`src/rtl/clic_irq_arbiter.sv`:
```
// Shares one core interrupt handshake between N_TARGET CLIC targets: picks the best pending
// target, offers it to the core, and pre-empts an outstanding offer via kill when a better one appears.
module clic_irq_arbiter #(
    parameter int unsigned N_TARGET  = 2,
    parameter int unsigned SrcWidth  = 8,
    parameter int unsigned PrioWidth = 8,
    parameter int unsigned ModeWidth = 2,
    localparam int unsigned TgtWidth = $clog2(N_TARGET)
) (
    input  logic                                clk_i,
    input  logic                                rst_i,
    input  logic [N_TARGET-1:0]                 tgt_valid_i,
    output logic [N_TARGET-1:0]                 tgt_ready_o,
    input  logic [N_TARGET-1:0][SrcWidth-1:0]   tgt_id_i,
    input  logic [N_TARGET-1:0][PrioWidth-1:0]  tgt_max_i,
    input  logic [N_TARGET-1:0][ModeWidth-1:0]  tgt_mode_i,
    input  logic [N_TARGET-1:0]                 tgt_kill_req_i,
    output logic [N_TARGET-1:0]                 tgt_kill_ack_o,
    output logic                                irq_valid_o,
    input  logic                                irq_ready_i,
    output logic [SrcWidth-1:0]                 irq_id_o,
    output logic [PrioWidth-1:0]                irq_max_o,
    output logic [ModeWidth-1:0]                irq_mode_o,
    output logic [TgtWidth-1:0]                 irq_tgt_o,
    output logic                                irq_kill_req_o,
    input  logic                                irq_kill_ack_i
);

    localparam int unsigned RankWidth = ModeWidth + PrioWidth;

    typedef enum logic [1:0] {
        ST_IDLE  = 2'd0,
        ST_OFFER = 2'd1,
        ST_KILL  = 2'd2
    } state_e;

    state_e                state_q, state_d;
    logic [TgtWidth-1:0]   sel_q;
    logic [SrcWidth-1:0]   id_q;
    logic [PrioWidth-1:0]  max_q;
    logic [ModeWidth-1:0]  mode_q;

    logic                  any_valid;
    logic                  better;
    logic [TgtWidth-1:0]   best_idx;
    logic [RankWidth-1:0]  best_rank;
    logic [RankWidth-1:0]  cand_rank;
    logic [RankWidth-1:0]  held_rank;
    logic                  sel_valid;
    logic                  hs;
    logic                  latch;

    // Rank is {mode, max}; strict compare keeps the lowest index on a full tie.
    always_comb begin
        any_valid = 1'b0;
        better    = 1'b0;
        best_idx  = '0;
        best_rank = '0;
        cand_rank = '0;
        held_rank = {mode_q, max_q};
        for (int i = 0; i < N_TARGET; i++) begin
            cand_rank = {tgt_mode_i[i], tgt_max_i[i]};
            if (tgt_valid_i[i]) begin
                if (!any_valid || (cand_rank > best_rank)) begin
                    best_idx  = TgtWidth'(i);
                    best_rank = cand_rank;
                end
                any_valid = 1'b1;
                if ((TgtWidth'(i) != sel_q) && (cand_rank > held_rank)) begin
                    better = 1'b1;
                end
            end
        end
    end

    // Core handshake: an offer transfers on any cycle where irq_valid_o and irq_ready_i are both high;
    // the accept is forwarded only to the offered target, in that same cycle.
    always_comb begin
        state_d        = state_q;
        latch          = 1'b0;
        sel_valid      = tgt_valid_i[sel_q];
        irq_valid_o    = (state_q != ST_IDLE) && sel_valid;
        hs             = irq_valid_o && irq_ready_i;
        irq_kill_req_o = 1'b0;
        tgt_ready_o    = '0;
        tgt_kill_ack_o = tgt_kill_req_i;

        case (state_q)
            ST_IDLE: begin
                if (any_valid) begin
                    latch   = 1'b1;
                    state_d = ST_OFFER;
                end
            end
            ST_OFFER: begin
                tgt_kill_ack_o[sel_q] = 1'b0;
                if (hs) begin
                    tgt_ready_o[sel_q] = 1'b1;
                    state_d            = ST_IDLE;
                end else if (!sel_valid) begin
                    state_d = ST_IDLE;
                end else if (tgt_kill_req_i[sel_q]) begin
                    irq_kill_req_o        = 1'b1;
                    tgt_kill_ack_o[sel_q] = irq_kill_ack_i;
                    if (irq_kill_ack_i) begin
                        state_d = ST_IDLE;
                    end
                end else if (better) begin
                    state_d = ST_KILL;
                end
            end
            ST_KILL: begin
                irq_kill_req_o        = 1'b1;
                tgt_kill_ack_o[sel_q] = 1'b0;
                if (hs) begin
                    // Accept beat the kill: the interrupt is taken, nobody sees an ack.
                    tgt_ready_o[sel_q] = 1'b1;
                    state_d            = ST_IDLE;
                end else begin
                    tgt_kill_ack_o[sel_q] = tgt_kill_req_i[sel_q] && irq_kill_ack_i;
                    if (irq_kill_ack_i || !sel_valid) begin
                        state_d = ST_IDLE;
                    end
                end
            end
            default: begin
                state_d = ST_IDLE;
            end
        endcase
    end

    always_ff @(posedge clk_i) begin
        if (rst_i) begin
            state_q <= ST_IDLE;
            sel_q   <= '0;
            id_q    <= '0;
            max_q   <= '0;
            mode_q  <= '0;
        end else begin
            state_q <= state_d;
            if (latch) begin
                sel_q  <= best_idx;
                id_q   <= tgt_id_i[best_idx];
                max_q  <= tgt_max_i[best_idx];
                mode_q <= tgt_mode_i[best_idx];
            end
        end
    end

    assign irq_id_o   = id_q;
    assign irq_max_o  = max_q;
    assign irq_mode_o = mode_q;
    assign irq_tgt_o  = sel_q;

endmodule

```
`config.mk`:
```
export PLATFORM = sky130hd
export DESIGN_NAME = clic_irq_arbiter
export DESIGN_NICKNAME = d
export VERILOG_FILES = /design/src/rtl/clic_irq_arbiter.sv
export SDC_FILE = /design/constraint.sdc
export NUM_CORES = 1
export LEC_CHECK = 0
export ABC_AREA = 1
export BUFFER_PORTS_ARGS = -buffer_cell sky130_fd_sc_hd__buf_2
export CAP_MARGIN = 25
export CORE_ASPECT_RATIO = 0.8
export CORE_MARGIN = 2
export CORE_UTILIZATION = 45
export CTS_BUF_LIST = sky130_fd_sc_hd__clkbuf_8
export DETAILED_ROUTE_END_ITERATION = 8
export HOLD_SLACK_MARGIN = 0.05
export PLACE_DENSITY_LB_ADDON = 0.2
export SKIP_LAST_GASP = 1
export SLEW_MARGIN = 20
export SYNTH_ARGS = -nofsm -noshare
export SYNTH_HDL_FRONTEND = slang
export SYNTH_SLANG_ARGS = --single-unit
```
`constraint.sdc`:
```
create_clock -name clk_i -period 3.6 [get_ports clk_i]
set_clock_uncertainty 0.15 [all_clocks]
set_input_delay 0.18 -clock clk_i [delete_from_list [all_inputs] [get_ports clk_i]]
set_output_delay 0.18 -clock clk_i [all_outputs]
set_load 0.03 [all_outputs]
```
==> results.toml <==
[outcome]
status = "completed"

[sta]
finalSetupViolCount = 0
rsz0062_at_grt = "false"
hold_violations = 0
relSlewSlack_pct = 63.8
slew_violations = 0
tightest_slew_ps = 540
min_period_ps = 2190
tns_ps = 0
fmax_ghz = 0.457
fin_crit_sh_pct = 60.8

[detailed_routing]
wl_um = 5390
final_antenna_net_count = 0
dr_total_vias = 2288
vias_per_cell = 4.93
drc_errors = 0
drtIter0Drc = 111
routedWlPerCell_um = 11.6
dr.pass1.iters = 4

[worst_setup_path]
cp_cell_sequence = "buf_2 > nand2_1 > ha_1 > nand2_1 > nor2_2 > nand3_1 > nand3_1 > nand2_1 > nand2_2 > nand2_4 > nand2_1 > nand3_1 > a21oi_1"
crit_arrival_ps = 2230
r2r_slack_ps = 1600
cp_slowest_cell = "nand2_2"
required_ps = 3640
cp_max_fo = 20
end_kind = "register"
critical_path_class = "in2reg"
r2r_start = "irq_mode_o[1]"
r2r_end = "state_q[0]"
cp-start-kind = "input pin"
slowest_delay_ps = 320
cpMostUsedCell = "nand2_1"
r2r_cells = 11

[cells_and_area]
register_area_sq_um = 420
n_antenna_cell = 0
nFillCells = 486
synthToLayoutAreaGrowth_pct = 18.0
fin_nets = 482
fin_area_sq_um = 2540
final_common_cell = "nand2_1"
layout_common_cells = "nand2_1 (86), inv_1 (71), buf_2 (68)"
multi_input_area_sq_um = 1390
drive_above_1_share_pct = 21.0

[synthesis]
yosysSeqAreaShare_pct = 19.5
synth_flop_cell = "dfxtp_1"
synth_cells = 343
synth.area.mux_share_pct = 0
synth_simple_gate_area_share_pct = 33.9
synthArstFlopShare_pct = 0
synth.avg_cell_area_sq_um = 6.29
synthXorXnorAreaFrac_pct = 0
synth_warnings = 0
synth_edf_count = 0
synth_top_family_by_area = "simple AND/OR/NAND/NOR gates"
synth-seq-cells = 21
syn-num-nets = 420
synth_cell_type_count = 28
synthAdderAreaFrac_pct = 19.1
synth_compound_area_share_pct = 11.3
synth.cell_area_sq_um = 2160

[power_and_ir_drop]
power_density_nw_per_um2 = 406
power_switching_uw = 488
p_seq_share_pct = 29.9
vdd_drop_max_mv = 0.228
power.internal_uw = 546
comb_power_share_pct = 55.6
power.leakage_nw = 1.47
clkPwrFrac_pct = 14.5
switching_share_pct = 47.2

[global_routing]
overflow = 0
grt_pass1_vias = 2097
grt_use_total_pct = 21.4
grt_pass1_wl_um = 9100
grt_start_max_net_pins = 24
antenna_found_initial = 0

[hold_path]
holdCritStartpoint = "tgt_id_i[5]"
min_path_type = "in2reg"
hold_end = "irq_id_o[5]"
hold_depth = 5

[clock_network]
cts_resized = 0
cts.sinks = 21
clockBufferDepth = 2
numCtsBuffers = 3
cts_tree = "done"
clk_pin_slew_worst_paths_ps = 80
cts_max_level = 1
clkLatencyLatePin_ps = 260
hold_buffers = 0
postCtsSetupBuffers = 0
clockRootBuffer = "clkbuf_8"

[floorplan]
fp.dieH_um = 65.9
fp.coreArea_sq_um = 4600
rows = 22
chipWidth_um = 81.4
die-area_sq_um = 5370
initial_core_util_pct = 46.9
ioPinCount = 69

[place]
place_hpwl_um = 4270
dpl_cell_area_sq_um = 2500
place_congestion = 0.865
portBuffers = 68

[run]
maxCapViolations = 0
==> layout make-up <==
class | instances | area share, %
multi-input cells | 238 | 54.5
flip-flops and latches | 21 | 16.5
repair buffers | 69 | 13.7
inverters | 72 | 10.6
well taps | 60 | 2.95
clock buffers | 3 | 1.62
clock inverters | 1 | 0.147
==> metrics by stage <==
step                      cells  worst slack, ps  util (%)  power [mW]  hold slack [ps]
after CTS                   464             1420      55.4        1.04              105
after global routing        464             1100      55.4        1.13              139
after floorplan             343             1460         -       0.739              257
after global placement      460             1230      54.4       0.880              302
final                       464             1410      55.4        1.03              104
after detailed placement    460             1160      54.4       0.889              304
==> cell usage after synthesis (2+ instances only) <==
master | number | share of area (%)
nand2_1 | 86 | 15
inv_1 | 70 | 12
nand3_1 | 46 | 11
ha_1 | 33 | 19
a21oi_1 | 30 | 7.0
dfxtp_1 | 21 | 19
nor2_1 | 11 | 1.9
o21ai_0 | 6 | 1.4
nand4_1 | 5 | 1.5
buf_2 | 4 | 0.93
buf_6 | 4 | 2.1
clkbuf_1 | 4 | 0.70
nand2_2 | 3 | 0.87
nor3_1 | 3 | 0.70
nand2_4 | 2 | 1.0
nor2_4 | 2 | 1.0
o21a_1 | 2 | 0.70
==> flip-flops by register name, indices dropped and copies added (netlist names) <==
signal      cells
irq_mode_o      2
irq_tgt_o       1
state_q         2
irq_max_o       8
irq_id_o        8
==> worst max-delay path, delay by kind of cell <==
family / cells / cell delay (ps)
AOI/OAI and AO/OA: 1 / 150
adders and majority gates: 1 / 310
buffers and inverters: 1 / 280
and+or+nand+nor: 10 / 1300
==> power groups by stage <==
stage	sequential, mW	clock, mW	combinational, mW
after floorplan	0.378	0	0.361
after global placement	0.313	0	0.566
after detailed placement	0.315	0	0.574
after CTS	0.309	0.155	0.577
after global routing	0.315	0.164	0.653
final	0.309	0.150	0.575
==> kinds of logic (layout without fill, tap and decap cells) <==
kind of cell	count (synthesis)	in the layout
compound gates	44	44
flops	21	21
fa+ha+maj	33	33
simple gates	161	161
buf+inv	84	145
==> metal layers <==
layer  wire length (um)  part of all wire (%)  vias up  GRT usage [%]
met2               2280                    42       77           36.0
met1               2670                    50      993           29.5
li1                   -                     -     1216              -
met3                425                   7.9        2           4.10
met4                  6                  0.11        0           1.27
met5                  0                     0        -              0
==> worst max-delay path by stage <==
stage	start	endpoint	slack (ps)	depth (start not counted)
after floorplan	irq_tgt_o	tgt_kill_ack_o[0]	1460	8
after global placement	tgt_valid_i[0]	irq_id_o[3]	1230	13
after detailed placement	tgt_valid_i[0]	irq_id_o[3]	1160	13
after CTS	tgt_valid_i[0]	irq_max_o[1]	1420	13
after global routing	tgt_valid_i[0]	irq_mode_o[1]	1100	13
final	tgt_valid_i[0]	irq_id_o[4]	1410	13
(Power assumes the default switching activity.)
